===== src/rtl/vdp_tile_render.sv =====
// rtl/vdp_tile_render.sv - Graphics-I tile fetch and pixel stage, 2x scaled and centred
//
// Purpose: sits after the VGA sync generator. For each tile-area row it fetches
// name, pattern and colour bytes from VRAM, one tile ahead of display, and shifts
// the pattern out with every pixel doubled. The border gets the backdrop colour.
// color, vid_active, hsync and vsync are the inputs delayed by exactly 2 clocks.
//
// Ports:
//   clk, reset                     pixel clock, synchronous active-high reset
//   col, row                       current pixel position from the sync generator
//   vid_active_in, hsync_in,
//   vsync_in                       timing flags from the sync generator
//   name_base, pattern_base,
//   color_base, backdrop           table bases and border colour
//   vram_addr, vram_rd, vram_data  VRAM read port (data one clock after vram_rd)
//   color, vid_active, hsync,
//   vsync                          pixel colour index and delayed timing flags

module vdp_tile_render #(
   parameter int HSTART   = 64,
   parameter int VSTART   = 48,
   parameter int COL_BITS = 10,
   parameter int ROW_BITS = 10
) (
   input  logic                clk,
   input  logic                reset,
   input  logic [COL_BITS-1:0] col,
   input  logic [ROW_BITS-1:0] row,
   input  logic                vid_active_in,
   input  logic                hsync_in,
   input  logic                vsync_in,
   input  logic [3:0]          name_base,
   input  logic [2:0]          pattern_base,
   input  logic [7:0]          color_base,
   input  logic [3:0]          backdrop,
   output logic [13:0]         vram_addr,
   output logic                vram_rd,
   input  logic [7:0]          vram_data,
   output logic [3:0]          color,
   output logic                vid_active,
   output logic                hsync,
   output logic                vsync
);

   localparam logic [COL_BITS-1:0] H_LO   = COL_BITS'(HSTART);
   localparam logic [COL_BITS-1:0] F_LO   = COL_BITS'(HSTART - 16);
   localparam logic [COL_BITS-1:0] H_SPAN = COL_BITS'(512);
   localparam logic [ROW_BITS-1:0] V_LO   = ROW_BITS'(VSTART);
   localparam logic [ROW_BITS-1:0] V_SPAN = ROW_BITS'(384);

   logic [COL_BITS-1:0] x_full;
   logic [COL_BITS-1:0] f_full;
   logic [ROW_BITS-1:0] y_full;
   logic                in_rows;
   logic                in_area;
   logic                in_fetch;
   logic [3:0]          phase;
   logic [4:0]          tx;
   logic [7:0]          y;
   logic                load;
   logic [13:0]         fetch_addr;
   logic [3:0]          pix_c;

   logic [13:0] addr_hold;
   logic [7:0]  name_reg;
   logic [7:0]  pat_stage;
   logic [7:0]  col_stage;
   logic [7:0]  shift_reg;
   logic [7:0]  disp_col;
   logic        vid_d1;
   logic        hs_d1;
   logic        vs_d1;
   logic        area_d1;

   assign x_full = col - H_LO;
   assign f_full = col - F_LO;
   assign y_full = row - V_LO;

   assign in_rows  = (row >= V_LO) && (y_full < V_SPAN);
   assign in_area  = in_rows && (col >= H_LO) && (x_full < H_SPAN);
   // The fetch window runs one tile (16 clocks) ahead of the tile area.
   // Reset gates it so no read strobe escapes while state is being cleared.
   assign in_fetch = in_rows && (col >= F_LO) && (f_full < H_SPAN) && !reset;

   assign phase = f_full[3:0];
   assign tx    = f_full[8:4];
   assign y     = y_full[8:1];
   assign load  = in_area && (x_full[3:0] == 4'd0);

   always_comb begin
      fetch_addr = {color_base, 1'b0, name_reg[7:3]};
      case (phase)
         4'd0:    fetch_addr = {name_base, y[7:3], tx};
         4'd2:    fetch_addr = {pattern_base, name_reg, y[2:0]};
         default: fetch_addr = {color_base, 1'b0, name_reg[7:3]};
      endcase
   end

   assign vram_rd   = in_fetch && ((phase == 4'd0) || (phase == 4'd2) || (phase == 4'd4));
   assign vram_addr = vram_rd ? fetch_addr : addr_hold;

   assign pix_c = shift_reg[7] ? disp_col[7:4] : disp_col[3:0];

   always_ff @(posedge clk) begin
      if (reset) begin
         addr_hold  <= '0;
         name_reg   <= '0;
         pat_stage  <= '0;
         col_stage  <= '0;
         shift_reg  <= '0;
         disp_col   <= '0;
         vid_d1     <= 1'b0;
         hs_d1      <= 1'b0;
         vs_d1      <= 1'b0;
         area_d1    <= 1'b0;
         color      <= '0;
         vid_active <= 1'b0;
         hsync      <= 1'b0;
         vsync      <= 1'b0;
      end else begin
         if (vram_rd)
            addr_hold <= fetch_addr;

         // Odd phases capture the byte requested on the previous clock.
         if (in_fetch) begin
            case (phase)
               4'd1:    name_reg  <= vram_data;
               4'd3:    pat_stage <= vram_data;
               4'd5:    col_stage <= vram_data;
               default: ;
            endcase
         end

         // The load clock shows pattern bit 7; each later even offset moves
         // one bit on, so every pattern bit covers two output pixels.
         if (load) begin
            shift_reg <= pat_stage;
            disp_col  <= col_stage;
         end else if (!x_full[0]) begin
            shift_reg <= {shift_reg[6:0], 1'b0};
         end

         vid_d1  <= vid_active_in;
         hs_d1   <= hsync_in;
         vs_d1   <= vsync_in;
         area_d1 <= in_area;

         vid_active <= vid_d1;
         hsync      <= hs_d1;
         vsync      <= vs_d1;
         if (!vid_d1)
            color <= 4'd0;
         else if (!area_d1 || (pix_c == 4'd0))
            color <= backdrop;
         else
            color <= pix_c;
      end
   end

endmodule


===== config.mk =====
export PLATFORM = sky130hd
export DESIGN_NAME = vdp_tile_render
export DESIGN_NICKNAME = d
export VERILOG_FILES = /design/src/rtl/vdp_tile_render.sv
export SDC_FILE = /design/constraint.sdc
export NUM_CORES = 1
export LEC_CHECK = 0
export ABC_AREA = 1
export CAP_MARGIN = 20
export CORE_ASPECT_RATIO = 1.1
export CORE_MARGIN = 4
export CORE_UTILIZATION = 40
export DETAILED_ROUTE_END_ITERATION = 8
export PLACE_DENSITY = 0.66
export SLEW_MARGIN = 20
export SYNTH_ARGS = -nofsm -noshare
export SYNTH_HDL_FRONTEND = slang
export SYNTH_SLANG_ARGS = --single-unit

===== constraint.sdc =====
create_clock -name clk -period 1.92 [get_ports clk]
set_input_delay 0.192 -clock clk [delete_from_list [all_inputs] [get_ports clk]]
set_output_delay 0.192 -clock clk [all_outputs]
set_load 0.02 [all_outputs]

# --- Yosys cells after proc, flatten, opt, wreduce, memory -nomap -nowiden ---
# Cells that the tools add are included.
totals:
  output_inout_bits: 22
  inputBits: 52
  ram_bits: 0
  reg_bits: 65
  mem_count: 0
  latch_bits: 0
  romBits: 0
op_classes:
  eq_ne: 6
  addsub: 3
  n_lt_le_gt_ge: 6
  bitwise: 1
  muxes: 6
  reduce_logical: 20
  shifts: 0
  mul: 0
  n_div: 0
ops:
  columns: ["op", "n"]
  rows:
  - ["$pmux 14 s2", 1]
  - ["$ge 10x6->1 const B", 2]
  - ["$lt 10x10->1 const B", 2]
  - ["$sub 10x6->10 const B", 2]
  - ["$mux 8", 2]
  - ["$mux 14", 1]
  - ["$logic_not 4->1", 3]
  - ["$ge 10x7->1 const B", 1]
  - ["$lt 10x9->1 const B", 1]
  - ["$sub 10x7->10 const B", 1]
  - ["$eq 4x2->1 const B", 2]
  - ["$eq 4x3->1 const B", 2]
  - ["$logic_and 1x1->1", 8]
  - ["$mux 4", 2]
  - ["$reduce_and 2->1", 3]
  - ["$eq 4x1->1 const B", 1]
  - ["$logic_or 1x1->1", 3]
  - ["$logic_not 1->1", 2]
  - ["$ne 2x1->1 const B", 1]
  - ["$reduce_or 2->1", 1]
  - ["$not 1->1", 1]

# --- Logic depth before layout (Yosys ltp) ---
# Gate-level depths: netlist (run 1).
depth:
  depth_word: 8
  mapped_depth: 12

# --- Worst setup path before layout (run 1) ---
# Ideal clock, no wire load.
synth_path:
  path_type: "input -> output"
  start: "input row[4]"
  end: "output vram_addr[5]"
  required_ps: 1728
  path_buffers: 1
  setup_slack_ps: 300
  cell_stages: 11
  t_arrival_ps: 1428
  path_cell_list: "ha_1 > inv_1 > nor2_1 > nand3_1 > nand4_2 > nor2_4 > nand2_4 > buf_6 > nand2_1 > nand2_1 > inv_1"
synth_between:
  elab_chain_len: 8
synth_lines:
  columns: ["element", "line", "text"]
  rows:
  - ["start, declared", "28", "input logic [ROW_BITS-1:0] row,"]
  - ["$sub 10x6->10", "77", "assign y_full = row - V_LO;"]
  - ["$lt 10x9->1", "79", "assign in_rows = (row >= V_LO) && (y_full < V_SPAN);"]
  - ["$logic_and 1x1->1", "79", null]
  - ["$logic_and 1x1->1 (3 in series)", "83", "assign in_fetch = in_rows && (col >= F_LO) && (f_full < H_SPAN) && !reset;"]
  - ["$logic_and 1x1->1", "99", "assign vram_rd = in_fetch && ((phase == 4'd0) || (phase == 4'd2) || (phase == 4'd4));"]
  - ["$mux 14 (*)", null, null]
  - ["end, declared", "36", "output logic [13:0] vram_addr,"]
# Mark *: on every way between the ends. The rest lies on a longest branch, timed or not.

# --- Final worst setup path (run 1) ---
layout_path:
  start: "input col[6]"
  end: "register addr_hold[10]"
layout_between:
  elab_chain_len: 6
layout_lines:
  columns: ["element", "line", "text"]
  rows:
  - ["start, declared", "27", "input logic [COL_BITS-1:0] col,"]
  - ["$sub 10x6->10 or $ge 10x6->1 (tied branches)", "76, 83", null]
  - ["$lt 10x10->1 or $logic_and 1x1->1 (tied branches)", "83", null]
  - ["$logic_and 1x1->1 (*) (2 in series)", "83", null]
  - ["$logic_and 1x1->1 (*)", "99", null]
  - ["$mux 14 (*)", null, null]
  - ["end signal, assigned", "122", "addr_hold <= fetch_addr;"]
  - ["end, declared", "64", "logic [13:0] addr_hold;"]
# Marks and branches as above.
# A chain may end at the register's enable or synchronous reset.

==> out/metrics.cfg, run 1 <==
[layout]
area_growth_pct=53.3
mostFrequentLayoutCell=nand2_1
top_register=addr_hold
nFillCells=738
final_cell_mix=nand2_1 (105), nor2_1 (97), inv_1 (93)
fin_util_pct=64.1
diodes=0
layout-drive-gt1-share_pct=24.3
final_nets=749
largest_reg_flops=14

[synth]
synthCells=543
syn-num-nets=598
yosysSeqAreaShare_pct=38.5
synth_top_area_share_pct=38.5
syn_area_um2=3380
syn_area_per_cell_um2=6.23
ys_warn_count=0
synthTopCellsByArea=dfxtp_1 (38%), nand2_1 (12%), nor2_1 (11%)
synth_area_leader_cell=dfxtp_1
ys_ff_latch=65
ys_types=25

[job]
cap_violations=0

[grt]
grt_usage_pct=20.2
grt_max_degree=41
grt_overflow=0
antenna_found_initial=0
grt_pass1_vias=3569
grt_pass1_wl_mm=16.1

[route]
top_layer=met4
drt-initial-drc-count=189
num_vias=3748
dr_wl_met2_mm=4.87
drt_first_pass_iters=4
drt_wl_total_mm=10.1
wl_met1_mm=4.58
drc=0
wl_met3_um=559
drtAntennaViolNets=0
via_per_inst=4.64
wl_per_cell_um=12.6

[die]
die-width_um=95.7
start_util_pct=41.8
rows=34
coreArea_um2=8080
die_h_um=104
ios=74
dieArea_um2=9990

[timing]
fin_crit_sh_pct=96.8
fin_skew_ns=0.00652
min_period_ns=1.86
drv_slew=0
setup_ws_ns=0.0614
hold_viol=0
max_freq_ghz=0.538
setup_viol=0
max-slew-margin-rel_pct=73.2
tightest_slew_ns=0.402

[setup_path]
critPathLaunchType=primary input
critPathKind=primary input to flop
path_max_fanout=15
cp-end-kind=flop
cp.required_ns=2.20
arrival_ns=2.14

[place]
dpl.hpwl_mm=6.74
gp_congestion=0.862
portBuffers=72
placement.setup.worst_slack_ns=-0.707

[clock_tree]
cts.path.max_buffers=2
cts_hold_buf=0
clkTransAtPathRegs_ns=0.07
cts-root-buf=clkbuf_8
h-tree-depth=3
cts_sinks=65
cts_tree=done
cts_buffers=9
clock_latency_ns=0.35

[power_and_ir_drop]
leakage_nw=2.62
irDropWorstVdd_uv=420
p_per_area_nw_per_um2=634

[status]
outcome=completed

[min_path]
hp-class=primary input to flop

==> synthesized netlist by cell type <==
| library cell | count |
|---|---|
| ha_1 | 3 |
| nand4_2 | 2 |
| nand4_1 | 1 |
| nor3_2 | 1 |
| o21ai_0 | 12 |
| nand3_1 | 61 |
| dfxtp_1 | 65 |
| buf_4 | 4 |
| a21oi_1 | 36 |
| buf_2 | 5 |
| inv_2 | 7 |
| buf_1 | 6 |
| nor2_4 | 3 |
| clkbuf_1 | 5 |
| xor2_1 | 1 |
| nand3b_1 | 1 |
| nor2_1 | 101 |
| o21ai_1 | 7 |
| nand2_4 | 1 |
| nand3_2 | 1 |
| nand2_1 | 111 |
| buf_6 | 1 |
| inv_1 | 97 |
| nor3_1 | 10 |
| nor2_2 | 1 |
==> repair_timing <==
| action | in CTS | in global routing |
|---|---|---|
| cloned | 1 | 1 |
| resized for setup | 110 | 37 |
| endpoints found under the hold margin | 0 | 0 |
| setup buffers | 37 | 5 |
| pin swaps | 23 | 13 |
| endpoints found under the setup margin | 15 | 21 |
==> cells by family (layout without fill, tap and decap cells) <==
group	Yosys count	in the layout	share of synthesized area [%]
AOI/OAI and AO/OA	55	55	8.14
xor gates and xnor gates	1	1	0.259
adders and majority gates	3	3	1.11
buffers and inverters	125	281	14.7
DFF	65	65	38.5
and+or+nand+nor	294	294	37.3
==> per-layer routing <==
metal / up-vias / track usage, %
met1: 1680 / 26.6
met2: 91 / 32.1
met3: 11 / 5.21
met5: - / 0
li1: 1966 / -
met4: 0 / 6.20
==> area by class of cell <==
class | instances | area [µm²] | area share [%]
flip-flops and latches | 65 | 1300 | 25.1
inverters | 104 | 390 | 7.53
multi-input cells | 353 | 1700 | 32.8
clock buffers | 9 | 124 | 2.39
clock inverters | 7 | 103 | 1.98
repair buffers | 161 | 1430 | 27.6
well taps | 108 | 135 | 2.61
==> report_power, final <==
part           total [W]  switching [W]  leakage, nW  internal (W)
registers        0.00139      0.0000120        0.527       0.00137
logic           0.000566       0.000285         1.98      0.000281
clock network    0.00133       0.000590        0.110      0.000744
==> through the flow <==
stage	cell area, µm²	hold slack [ns]	TNS, ns	instances	total power (W)
after detailed placement	4490	0.397	-19.69	747	0.00191
after CTS	5060	0.352	0	801	0.00328
after floorplan	3380	0.299	0	543	0.00166
after global routing	5180	0.288	-0.282	807	0.00343
after global placement	4490	0.391	-16.32	747	0.00190
final	5180	0.275	0	807	0.00329
==> final timing paths <==
kind / start / end / slack (ns) / cells after the start
worst max-delay path: col[6] / addr_hold[10]$_SDFF_PP0_ / 0.06 / 16
worst min register to register: vs_d1$_SDFF_PP0_ / vsync$_SDFF_PP0_ / 0.40 / 2
worst max register to register: name_reg[7]$_SDFFE_PP0P_ / addr_hold[10]$_SDFF_PP0_ / 0.41 / 11
worst min-delay path: col[0] / shift_reg[0]$_SDFFE_PP0P_ / 0.27 / 4
==> worst max-delay path, stage by stage <==
cell and delay, ns:
clkdlybuf4s15_1 0.22, nor2_2 0.20, nand3_1 0.11, nand2_2 0.09
nand3_2 0.09, nor2_4 0.16, buf_6 0.14, nand2_8 0.09
nand2_1 0.10, nand2_2 0.08, buf_4 0.13, buf_4 0.11
buf_4 0.12, buf_4 0.12, buf_4 0.11, nor2_1 0.08
(Power assumes the default switching activity.)
==> inputs of run 2 (changes only) <==
==> constraint.sdc (replaced) <==
create_clock -name clk -period 2.2 [get_ports clk]
set_input_delay 0.22 -clock clk [delete_from_list [all_inputs] [get_ports clk]]
set_output_delay 0.22 -clock clk [all_outputs]
set_load 0.02 [all_outputs]
==> run 2 against run 1 <==
Clock power is 28% lower. Sequential cell count unchanged. Cell area decreased by 9.3%. Sequential power is 13% lower. Sequential share of layout area is 2.6 points higher. Critical path depth down 5. Final cell count fell by 5.3%. Clock skew up 0.00073 ns. Largest cell class unchanged.
==> out/metrics.cfg, run 2 (synthesized netlist as in run 1, its figures left out) <==
[setup_path]
arrival_ns=1.85  ; -0.29 ns
cp.required_ns=1.98  ; -0.22 ns
cp-end-kind=primary output
critPathKind=primary input to primary output
r2r_slack_ns=0.87  ; +0.46 ns
critPathLaunchType=primary input
path_max_fanout=7  ; -8

[min_path]
hp-class=primary input to flop

[timing]
min_period_ns=2.07
drv_slew=0  ; unchanged
tns_ns=0  ; unchanged
grt_setup_unrepaired=no
hold_viol=0  ; unchanged
tightest_slew_ns=0.387  ; -0.0144 ns
setup_viol=0  ; unchanged
max-slew-margin-rel_pct=74.2  ; +0.96 points
fin_skew_ns=0.00725  ; +0.000730 ns
fin_crit_sh_pct=94.0
max_freq_ghz=0.484

[clock_tree]
cts_buffers=9  ; unchanged
cts_sinks=65  ; unchanged
clock_latency_ns=0.36  ; about the same
cts.path.max_buffers=2  ; unchanged
cts-root-buf=clkbuf_8
clkTransAtPathRegs_ns=0.08  ; about the same
h-tree-depth=3  ; unchanged
cts_tree=done

[die]
start_util_pct=41.8  ; unchanged
ios=74  ; unchanged
die-width_um=95.7  ; unchanged
dieArea_um2=9990  ; unchanged
rows=34  ; unchanged
die_h_um=104  ; unchanged
coreArea_um2=8080  ; unchanged

[place]
gp_congestion=0.879  ; +2.0%
dpl.hpwl_mm=6.66  ; -1.2%
portBuffers=72  ; unchanged
placed_cells=744  ; -0.40%

[layout]
area_growth_pct=39.1
nFillCells=792  ; +7.3%
final_cell_mix=nand2_1 (108), nor2_1 (100), inv_1 (96)
top_register=addr_hold
final_nets=706  ; -5.7%
largest_reg_flops=14  ; unchanged
mostFrequentLayoutCell=nand2_1
layout-drive-gt1-share_pct=15.4  ; -8.9 points
seq_area_um2=1300  ; unchanged
diodes=0  ; unchanged
instances_no_fill=764  ; -5.3%
multi_input_area_um2=1620  ; -5.1%

[grt]
grt_pass1_wl_mm=14.9  ; -7.4%
grt_max_degree=41  ; unchanged
grt_usage_pct=18.7  ; -1.5 points
antenna_found_initial=0  ; unchanged
grt_pass1_vias=3244  ; -9.1%
grt_overflow=0  ; unchanged

[route]
num_vias=3514  ; -6.2%
via_per_inst=4.60  ; -0.97%
drt-initial-drc-count=209  ; +11%
drt_wl_total_mm=8.93  ; -12%
drtAntennaViolNets=0  ; unchanged
drt_first_pass_iters=5  ; +1
wl_per_cell_um=11.7  ; -7.0%
drc=0  ; unchanged

[power_and_ir_drop]
irDropWorstVdd_uv=303  ; -28%
p_per_area_nw_per_um2=553  ; -13%
leakage_nw=2.43  ; -7.3%

[job]
cap_violations=0  ; unchanged

[status]
outcome=completed

run 2: changes by cell type in the layout (fill, tap and decap cells not counted), moves of 4 or more:
cell / change
nand3_1: +7
nor3_2: -4
buf_4: -44
clkdlybuf4s50_1: +6
clkbuf_2: -4
dlygate4sd2_1: -4
buf_2: +12
nor3_1: +4
nand3_2: -7
dlymetal6s2s_1: +4
buf_6: -12
run 2: routing by layer:
metal | part of all wire, % | vias to the layer above | track usage (%)
met5 | 0 | - | 0
met4 | 2.0 | 0 | 6.71
met3 | 6.3 | 17 | 4.99
met2 | 45 | 89 | 28.5
met1 | 47 | 1533 | 25.1
li1 | - | 1875 | -
run 2: where the power goes:
part / total, W / internal [W] / switching (W)
sequential: 0.00121 / 0.00120 / 0.0000106
clock: 0.000962 / 0.000429 / 0.000532
combinational: 0.000430 / 0.000209 / 0.000221
run 2: cell type report:
class	instances	share of cell area (%)
clock buffers	9	2.63
clock inverters	7	1.30
inverters	104	8.30
multi-input cells	353	34.3
flip-flops and latches	65	27.7
well taps	108	2.87
repair buffers	118	22.9
run 2: what timing repair did:
item / 4_1_cts / 5_1_grt
resized for setup: 65 / 16
buffers inserted: 3 / 0
pin swaps: 3 / 7
endpoints found under the setup margin: 15 / 15
hold buffers: 0 / 0
gates cloned: 1 / 0
run 2: metrics by stage:
stage	hold slack, ns	worst slack, ns	util [%]	power, W	instance area, µm²
2_1_floorplan	0.327	0.524	-	0.00144	3380
3_3_place_gp	0.391	-0.425	55.3	0.00165	4470
3_5_place_dp	0.405	-0.446	55.3	0.00166	4470
4_1_cts	0.376	-0.0103	57.6	0.00263	4650
5_1_grt	0.377	0.0107	58.2	0.00273	4700
6_report	0.369	0.133	58.2	0.00260	4700
run 2: worst paths after layout:
kind                                       endpoint  depth (start not counted)                       from
worst max register to register  color[0]$_SDFF_PP0_                          7  shift_reg[7]$_SDFFE_PP0P_
worst max-delay path                   vram_addr[5]                         11                     row[9]
worst min-delay path             area_d1$_SDFF_PP0_                          4                     row[7]
worst min register to register     hsync$_SDFF_PP0_                          2           hs_d1$_SDFF_PP0_
run 2: critical path: stages:
cell and delay, ns:
clkdlybuf4s50_1 0.54, nor2_1 0.07, nand3_1 0.12, nand4_2 0.13, nor2_4 0.17, buf_12 0.13
buf_12 0.10, nand3b_1 0.09, nand2_1 0.10, inv_1 0.04, buf_2 0.15
==> inputs of run 3 (changes only) <==
--- a/config.mk
+++ b/config.mk
@@ -7,9 +7,10 @@
 export LEC_CHECK = 0
 export ABC_AREA = 1
 export CAP_MARGIN = 20
-export CORE_ASPECT_RATIO = 1.1
+export CORE_ASPECT_RATIO = 1.75
 export CORE_MARGIN = 4
 export CORE_UTILIZATION = 40
+export CTS_BUF_LIST = sky130_fd_sc_hd__clkbuf_8
 export DETAILED_ROUTE_END_ITERATION = 8
 export PLACE_DENSITY = 0.66
 export SLEW_MARGIN = 20
==> run 3 against run 2 <==
Cell area up 2.0%. First-iteration DRC count down 40%. Power down 1.6%. Core utilization is 0.083 points lower. Die area increased by 0.57%. Final cell count down 0.13%. Worst setup slack got worse by 0.073 ns. Sequential cell count is the same.
==> out/metrics.cfg, run 3 (synthesized netlist as in run 1, its figures left out) <==
[route]
drt_first_pass_iters=4  ; -1
drt_wl_total_mm=9.56  ; +7.0%
drc=0  ; unchanged
num_vias=3618  ; +3.0%
wl_per_cell_um=12.5  ; +7.1%
drt-initial-drc-count=126  ; -40%
drtAntennaViolNets=0  ; unchanged
via_per_inst=4.74  ; +3.1%

[layout]
diodes=0  ; unchanged
layout-drive-gt1-share_pct=17.6  ; +2.2 points
area_growth_pct=41.9
instances_no_fill=763  ; -0.13%
top_register=addr_hold
final_nets=721  ; +2.1%
largest_reg_flops=14  ; unchanged
nFillCells=840  ; +6.1%
final_cell_mix=nand2_1 (109), nor2_1 (100), inv_1 (98)
fin_area_um2=4800  ; +2.0%
mostFrequentLayoutCell=nand2_1

[place]
dpl.hpwl_mm=7.13  ; +7.0%
gp_congestion=0.927  ; +5.4%
placement.setup.worst_slack_ns=-0.519  ; -0.0735 ns
placed_area_um2=4540  ; +1.6%
portBuffers=72  ; unchanged
placed_cells=740  ; -0.54%

[setup_path]
rr_endpoint=color[2]$_SDFF_PP0_
arrival_ns=1.92  ; +0.07 ns
reg2reg_from=shift_reg[7]$_SDFFE_PP0P_
cp.required_ns=1.98  ; about the same
worst_path_most_repeated_cell=nand3_2
r2r_cells=7  ; unchanged
cp-end-kind=primary output
slowest_stage=clkdlybuf4s50_1
slowest_delay_ns=0.44  ; -0.10 ns
r2r_slack_ns=0.93  ; +0.06 ns
critPathKind=primary input to primary output
crit_chain=clkdlybuf4s50_1 -> nor2_2 -> nand3_2 -> nand2_2 -> nand3_2 -> nor2_4 -> bufbuf_16 -> nand3_1 -> nand2_1 -> inv_1 -> buf_2
path_max_fanout=5  ; -2
critPathLaunchType=primary input

[timing]
fin_skew_ns=0.00965  ; +0.00240 ns
tns_ns=0  ; unchanged
hold_viol=0  ; unchanged
setup_viol=0  ; unchanged
max_freq_ghz=0.467  ; -3.4%
holdWs_ns=0.399  ; +0.0292 ns
fin_crit_sh_pct=97.3  ; +3.3 points
min_period_ns=2.14  ; +0.0729 ns
drv_slew=0  ; unchanged
setup_ws_ns=0.0599  ; -0.0729 ns
tightest_slew_ns=0.406  ; +0.0189 ns
max-slew-margin-rel_pct=72.9  ; -1.3 points

[die]
die_h_um=130  ; +24%
coreArea_um2=8260  ; +2.2%
start_util_pct=41.0  ; -0.89 points
dieArea_um2=10000  ; +0.57%
die-width_um=77.5  ; -19%
ios=74  ; unchanged
rows=44  ; +29%

[job]
cap_violations=0  ; unchanged

[grt]
grt_overflow=0  ; unchanged
top_usage_layer=met2
grt_pass1_wl_mm=15.5  ; +4.1%
grt_usage_pct=19.4  ; +0.76 points
antenna_found_initial=0  ; unchanged
use_met1_pct=19.8  ; -5.3 points
use_met3_pct=3.48  ; -1.5 points
grt_pass1_vias=3450  ; +6.4%
met2_usage_pct=37.6  ; +9.2 points
grt_max_degree=41  ; unchanged

[status]
outcome=completed

[power_and_ir_drop]
leakage_nw=2.50  ; +2.8%
irDropWorstVdd_uv=313  ; +3.3%
p_per_area_nw_per_um2=533  ; -3.6%

[clock_tree]
clkTransAtPathRegs_ns=0.07  ; about the same
cts_buffers=9  ; unchanged
cts_tree=done
cts-root-buf=clkbuf_8
cts_sinks=65  ; unchanged
clock_latency_ns=0.34  ; -0.02 ns
cts.path.max_buffers=2  ; unchanged
h-tree-depth=3  ; unchanged
cts_hold_buf=0  ; unchanged

[min_path]
min_from=vsync_in
min_to=vs_d1$_SDFF_PP0_
hp-class=primary input to flop
hold_depth=3  ; -1

run 3: worst max-delay path by stage:
| stage | startpoint | end | slack, ns | cells past startpoint |
|---|---|---|---|---|
| after floorplan | row[4] | vram_addr[5] | 0.52 | 11 |
| after global placement | row[4] | vram_addr[7] | -0.44 | 12 |
| after detailed placement | row[4] | vram_addr[5] | -0.52 | 12 |
| after CTS | col[6] | vram_addr[3] | 0.002 | 12 |
| after global routing | col[7] | vram_addr[13] | -0.02 | 12 |
| final | col[7] | vram_addr[3] | 0.06 | 11 |
run 3: what timing repair did:
action	4_1_cts	5_1_grt
pin swaps	7	6
setup endpoints to repair	15	15
cloned	2	0
buffers inserted	3	2
gates resized for setup	68	15
run 3: area by class of cell:
type / instances / area, µm² / share of cell area (%)
Inverter: 104 / 390 / 8.13
Sequential cell: 65 / 1300 / 27.1
Timing Repair Buffer: 132 / 1170 / 24.5
Multi-Input combinational cell: 354 / 1640 / 34.3
Clock inverter: 6 / 36.3 / 0.756
Clock buffer: 10 / 138 / 2.87
Tap cell: 92 / 115 / 2.40
run 3: metrics by stage:
| step | util, % | total power [W] |
|---|---|---|
| after CTS | 57.3 | 0.00257 |
| after global routing | 58.1 | 0.00268 |
| after global placement | 55.0 | 0.00167 |
| after floorplan | - | 0.00144 |
| after detailed placement | 55.0 | 0.00168 |
| final | 58.1 | 0.00256 |
run 3: critical path, delay by kind of cell:
kind	cells	cell delay (ns)
buffers and inverters	4	0.91
AND/OR/NAND/NOR	7	0.79
run 3: power breakdown:
| group | switching, W | leakage (nW) | internal [W] |
|---|---|---|---|
| sequential | 0.0000105 | 0.527 | 0.00120 |
| clock | 0.000463 | 0.0909 | 0.000431 |
| combinational | 0.000231 | 1.88 | 0.000223 |
run 3: layer usage:
metal | wire [µm] | vias up
li1 | - | 1908
met2 | 5160 | 75
met4 | 250 | 0
met1 | 3750 | 1618
met5 | 0 | -
met3 | 401 | 17
